## config.mk

```make
export PLATFORM = sky130hd
export DESIGN_NAME = foobar_multi
export DESIGN_NICKNAME = d
export VERILOG_FILES = /design/src/rtl/foobar_multi.sv
export SDC_FILE = /design/constraint.sdc
export NUM_CORES = 1
export LEC_CHECK = 0
export CORE_MARGIN = 2
export CORE_UTILIZATION = 55
export DETAILED_ROUTE_END_ITERATION = 8
export PLACE_DENSITY = 0.84
export RECOVER_POWER = 50
export SETUP_SLACK_MARGIN = 0.2
export SLEW_MARGIN = 5
export SYNTH_ARGS = -nofsm -noshare
export SYNTH_HDL_FRONTEND = slang
export SYNTH_SLANG_ARGS = --single-unit
```

## constraint.sdc

```tcl
create_clock -name clk -period 3.8 [get_ports clk]
set_input_delay 0.76 -clock clk [delete_from_list [all_inputs] [get_ports clk]]
set_output_delay 0.76 -clock clk [all_outputs]
set_load 0.05 [all_outputs]
```

## src/rtl/foobar_multi.sv

```systemverilog
// Free-running counter feeding NCH divisor channels; each channel flags multiples
// of its run-time divisor and tallies hits, using per-channel residue counters.
module foobar_multi #(
   parameter int WIDTH = 8,
   parameter int NCH = 2,
   parameter logic [NCH*WIDTH-1:0] DIV_INIT = {8'd5, 8'd3},
   parameter bit SAT = 1'b1,
   localparam int SELW = (NCH > 1) ? $clog2(NCH) : 1
) (
   input  logic                   clk,
   input  logic                   rst,
   input  logic                   en,
   input  logic                   clr,
   input  logic                   div_we,
   input  logic [SELW-1:0]        div_sel,
   input  logic [WIDTH-1:0]       div_wdata,
   output logic [WIDTH-1:0]       count,
   output logic [NCH-1:0]         hit,
   output logic                   all_hit,
   output logic                   none_hit,
   output logic [NCH*WIDTH-1:0]   hit_cnt
);

   logic [WIDTH-1:0] count_q;
   logic [WIDTH-1:0] div_q   [NCH];
   logic [WIDTH-1:0] res_q   [NCH];
   logic [WIDTH-1:0] tally_q [NCH];
   logic [WIDTH-1:0] div_eff [NCH];

   // Divisors of 0 and 1 both behave as 1, so the residue never leaves 0.
   always_comb begin
      for (int i = 0; i < NCH; i++) begin
         div_eff[i] = (div_q[i] < WIDTH'(2)) ? WIDTH'(1) : div_q[i];
         hit[i]     = (res_q[i] == '0);
      end
   end

   always_comb begin
      hit_cnt = '0;
      for (int i = 0; i < NCH; i++) begin
         hit_cnt[i*WIDTH +: WIDTH] = tally_q[i];
      end
   end

   assign count    = count_q;
   assign all_hit  = &hit;
   assign none_hit = ~|hit;

   // A divisor write clears the datapath like clr so residues restart aligned.
   always_ff @(posedge clk or negedge rst) begin
      if (!rst) begin
         count_q <= '0;
         for (int i = 0; i < NCH; i++) begin
            div_q[i]   <= DIV_INIT[i*WIDTH +: WIDTH];
            res_q[i]   <= '0;
            tally_q[i] <= '0;
         end
      end else if (div_we || clr) begin
         count_q <= '0;
         for (int i = 0; i < NCH; i++) begin
            res_q[i]   <= '0;
            tally_q[i] <= '0;
            if (div_we && (div_sel == SELW'(i))) begin
               div_q[i] <= div_wdata;
            end
         end
      end else if (en) begin
         count_q <= count_q + WIDTH'(1);
         for (int i = 0; i < NCH; i++) begin
            // The count wrap realigns every residue since 0 is a multiple of all divisors.
            if ((res_q[i] == div_eff[i] - WIDTH'(1)) || (count_q == '1)) begin
               res_q[i] <= '0;
            end else begin
               res_q[i] <= res_q[i] + WIDTH'(1);
            end
            if (hit[i] && !(SAT && (tally_q[i] == '1))) begin
               tally_q[i] <= tally_q[i] + WIDTH'(1);
            end
         end
      end
   end

endmodule

```

======== After elaboration in Yosys (flattened, before gate mapping) ========
Cells that the tools add are included.
operators by class
  order comparisons ....................... 2
  mux-type cells .......................... 12
  bitwise gates (word level) .............. 1
  eq/ne operators ......................... 5
  reduce and logical (&&, ||, !) cells .... 21
  add/sub/neg operators ................... 7
operator list
  kind                                                                           count
  16-bit two-way mux                                                             4
  8-bit two-way mux                                                              8
  8-bit by 1-bit adder with 8-bit output (second input constant)                 5
  8-bit equality test (second input constant)                                    3
  8-bit equality test                                                            2
  8-bit zero test                                                                2
  8-bit by 2-bit less-than comparator with 1-bit output (second input constant)  2
  8-bit by 1-bit subtractor with 8-bit output (second input constant)            2
  2-bit AND reduction                                                            5
  2-bit nonzero test                                                             3
  1-bit logical AND                                                              4
  1-bit zero test                                                                3
  1-bit logical OR                                                               3
  2-bit OR reduction                                                             1
  1-bit NOT                                                                      1
word-level totals
  output and inout port bits .............. 28
  word-level logic and storage cells ...... 55
  flip-flop bits (word level) ............. 56

======== Depth between registers and ports, before layout ========
  depth in word-level cells ............... 8
  gate-level depth with buffers ........... 10
  depth with buffers taken out ............ 9

======== Worst setup path before layout ========
Ideal clock, no wire load.
  kind .................................... reg2out
  start point ............................. reg res_q[8] in the netlist's numbering
  end point ............................... out all_hit
  required time ........................... 3.040 ns
  data arrival time ....................... 2.727 ns
  buffers on the path ..................... 0
  stages on the path, launching flop included .. 6
  path slack .............................. 0.313 ns
  cell sequence ........................... dfrtp_1 > inv_1 > ha_1 > or4b_2 > nor4_2 > and2_1
between the ends
  cells in the longest elaborated chain, start to end .. 2
RTL lines
  element                           RTL line  source
  start: declaration                26        logic [WIDTH-1:0] res_q [NCH];
  start signal: indexed assignment  74        res_q[i] <= res_q[i] + WIDTH'(1);
  8-bit zero test                   34        hit[i] = (res_q[i] == '0);
  named net hit[0]                  18        output logic [NCH-1:0] hit,
  2-bit AND reduction               46        assign all_hit = &hit;
  end: declaration                  19        output logic all_hit,
The timed path passes the listed nets, and every way through them passes these cells.

======== Worst setup path after layout ========
  start point ............................. reg res_q[8] in the netlist's numbering
  end point ............................... out all_hit
between the ends
  cells in the longest elaborated chain, start to end .. 2
RTL lines
  element              RTL line
  8-bit zero test      34
  2-bit AND reduction  46
Every way passes these cells.

==> metrics <==
antenna cell count 0; Mean Syn Cell Area 9.85 um^2; gpl congestion 0.819; PwrDens 318 nW/um^2; Ys Warns 0; total core area 5890 um^2; Die X 82.0 um; CP top delay family simple AND/OR/NAND/NOR gates; fin crit period 3.39 ns; root buf cell clkbuf_8; area of the multi-input gates 1850 um^2; Worst-Margin Slew 2.03 ns; Fill cells 471; MaxCap Viol Count 1; fin util 66.2%; CTS Sinks 56; Post-Syn Nets 363; Post-Place Setup Slack 0.445 ns; top_reg_cell synth dfrtp_1; Final Max Tran Viols 39; endpoints failing setup 0; Final Cycle Share 89.3%; FF+latch area 1410 um^2; # IOs 42; VDD IR max 233 uV; #FFs+latches synth 56; Total Wirelength 6880 um; port bufs 41; commonest cells after routing, fill and taps aside dfrtp_1, nand2_1, clkdlybuf4s50_1; CTS tree yes; Initial Utilization 56.9%; Critical Path RT 3.04 ns; GR Overflow Total 0; nets 399; largest net degree at the start of global routing 39; dpl hpwl 4960 um; clk slew on worst S/H paths 0.10 ns; Netlist Area Pre-Place 3350 um^2; cell chain of the critical path inv_1, ha_1, or4b_2, nor4_2, and2_1, dlygate4sd2_1; via count 2644; crit path DAT 2.63 ns; critical path endpoint category output pin; Yosys cell types 51; ratio of cells with drive above 1 in the final layout 13.5%; total leakage power 1.58 nW; DRC viols 0; detailed-router iteration count before antenna repair 4; Tot Pwr 1.24 mW; TNS Setup 0 ns; post-route ant nets 0; Clock Skew 0.00510 ns; Layout area overhead 16.3%; Post-Synthesis Cells 340; outcome finished with violations; CTS Buffer Depth 2; WL/cell 15.2 um; Min Hold Slack 0.571 ns; Post-CTS Setup Bufs 0; failing checks capacitance limit, slew limit; critical path class reg -> out; HP Class reg -> reg; Critical path buffers and inverters 2; Post-synth EDFFs 0; Seq/Total Area, Yosys 42.0%; Slew HR -35.2%; final setup margin 0.405 ns; first-pass GRT wire length 11500 um; initial antenna violation count 0; DR iter-0 viols 130; die area 6730 um^2; CP peak stage delay 0.59 ns; Max Freq 295 MHz; Row Count 28; final hold violations 0; CP max stage cell or4b_2; Vias/cell 5.85; Global Route Usage Sum 22.0%; CTS Buf Count 5; crit start category register; crit path max fanout 8; Clock Latency Late Sink 0.30 ns; Die H 82.0 um; Async SR Flop Fraction 100%; number of global-route vias before repair 2485; number of H-tree levels 2; most common cell after layout, fill and taps aside dfrtp_1; RSZ-0062 raised after global routing no
==> through the flow <==
| step | instance area, um^2 | instances |
|---|---|---|
| floorplan | 3350 | 340 |
| global placement | 3810 | 444 |
| detailed placement | 3810 | 444 |
| CTS | 3900 | 452 |
| global route | 3890 | 452 |
| finish | 3890 | 452 |
==> where the power goes <==
| part | switching [mW] | internal (mW) |
|---|---|---|
| registers | 0.0508 | 0.630 |
| clock network | 0.193 | 0.129 |
| logic | 0.129 | 0.105 |
| total | 0.372 | 0.864 |
==> Yosys cell counts (2+ instances only) <==
| cell type | number | share of area, % |
|---|---|---|
| a2111o_1 | 6 | 2.0 |
| a2111oi_4 | 2 | 1.6 |
| a21o_1 | 6 | 1.3 |
| a21oi_1 | 5 | 0.75 |
| a221oi_1 | 5 | 1.3 |
| and2_1 | 2 | 0.37 |
| and3_1 | 6 | 1.1 |
| clkbuf_1 | 13 | 1.5 |
| dfrtp_1 | 52 | 39 |
| dfstp_2 | 4 | 3.1 |
| ha_1 | 9 | 3.4 |
| inv_1 | 9 | 1.0 |
| mux2_2 | 15 | 5.0 |
| mux2i_1 | 3 | 0.90 |
| nand2_1 | 39 | 4.4 |
| nand2b_1 | 6 | 1.1 |
| nand3_1 | 13 | 1.9 |
| nand3b_1 | 4 | 0.90 |
| nand4_1 | 10 | 1.9 |
| nand4b_1 | 4 | 1.0 |
| nor2_1 | 30 | 3.4 |
| nor3_1 | 5 | 0.75 |
| nor3b_1 | 4 | 0.90 |
| nor4_1 | 2 | 0.37 |
| o211ai_1 | 3 | 0.67 |
| o211ai_2 | 3 | 1.1 |
| o21ai_0 | 8 | 1.2 |
| o21ai_1 | 6 | 0.90 |
| o31ai_1 | 2 | 0.45 |
| or2_2 | 9 | 1.7 |
| or3_1 | 3 | 0.56 |
| xnor2_1 | 13 | 3.4 |
| xor2_1 | 21 | 5.5 |
==> state kept, by name, indices dropped and copies added, names as in the netlist <==
signal / flops
hit_cnt: 16
count: 8
res_q: 16
div_q: 16
==> cells by family (layout without fill, tap and decap cells) <==
kind of cell | after synthesis | after routing | share of synthesized area (%)
and+or+nand+nor | 145 | 145 | 22.6
DFF | 56 | 56 | 42.0
AOI/OAI and AO/OA | 54 | 54 | 14.5
xor gates and xnor gates | 34 | 34 | 8.89
buffers and inverters | 24 | 61 | 2.77
muxes | 18 | 18 | 5.94
adders and majority gates | 9 | 9 | 3.36
==> timing repair <==
item / 4_1_cts / 5_1_grt
hold endpoints to repair: 0 / 0
resized for setup: 2 / 1
hold buffers: 0 / 0
pin swaps: 0 / 0
setup endpoints to repair: 2 / 1
==> routing by layer <==
metal	vias to the layer above	global-route usage [%]	part of all wire, %
met1	1290	30.5	47
met5	-	0	0
met4	0	5.33	0.55
li1	1290	-	-
met3	2	3.85	4.9
met2	62	35.8	48
==> worst min-delay path: stages (launching register included) <==
cell	delay, ns
dfstp_2	0.40
inv_1	0.08
o21ai_0	0.09
==> layout make-up <==
| class | instances | share of cell area (%) |
|---|---|---|
| Sequential cell | 56 | 36.1 |
| Clock inverter | 3 | 0.482 |
| Timing Repair Buffer | 44 | 10.9 |
| Multi-Input combinational cell | 260 | 47.5 |
| Tap cell | 75 | 2.41 |
| Inverter | 9 | 0.868 |
| Clock buffer | 5 | 1.77 |
==> path summary, 6_finish.rpt <==
| path | endpoint | start | slack [ns] | depth (start not counted) |
|---|---|---|---|---|
| max in group asynchronous | div_q[7] | rst | 1.09 | 2 |
| hold reg to reg | div_q[9] | div_q[9] | 0.57 | 2 |
| setup reg to reg | res_q[13] | div_q[14] | 0.75 | 9 |
| setup / recovery | all_hit | res_q[8] | 0.41 | 6 |
| min in group asynchronous | hit_cnt[14] | rst | 1.03 | 1 |
| hold / removal | div_q[9] | div_q[9] | 0.57 | 2 |
(Power assumes the default switching activity.)
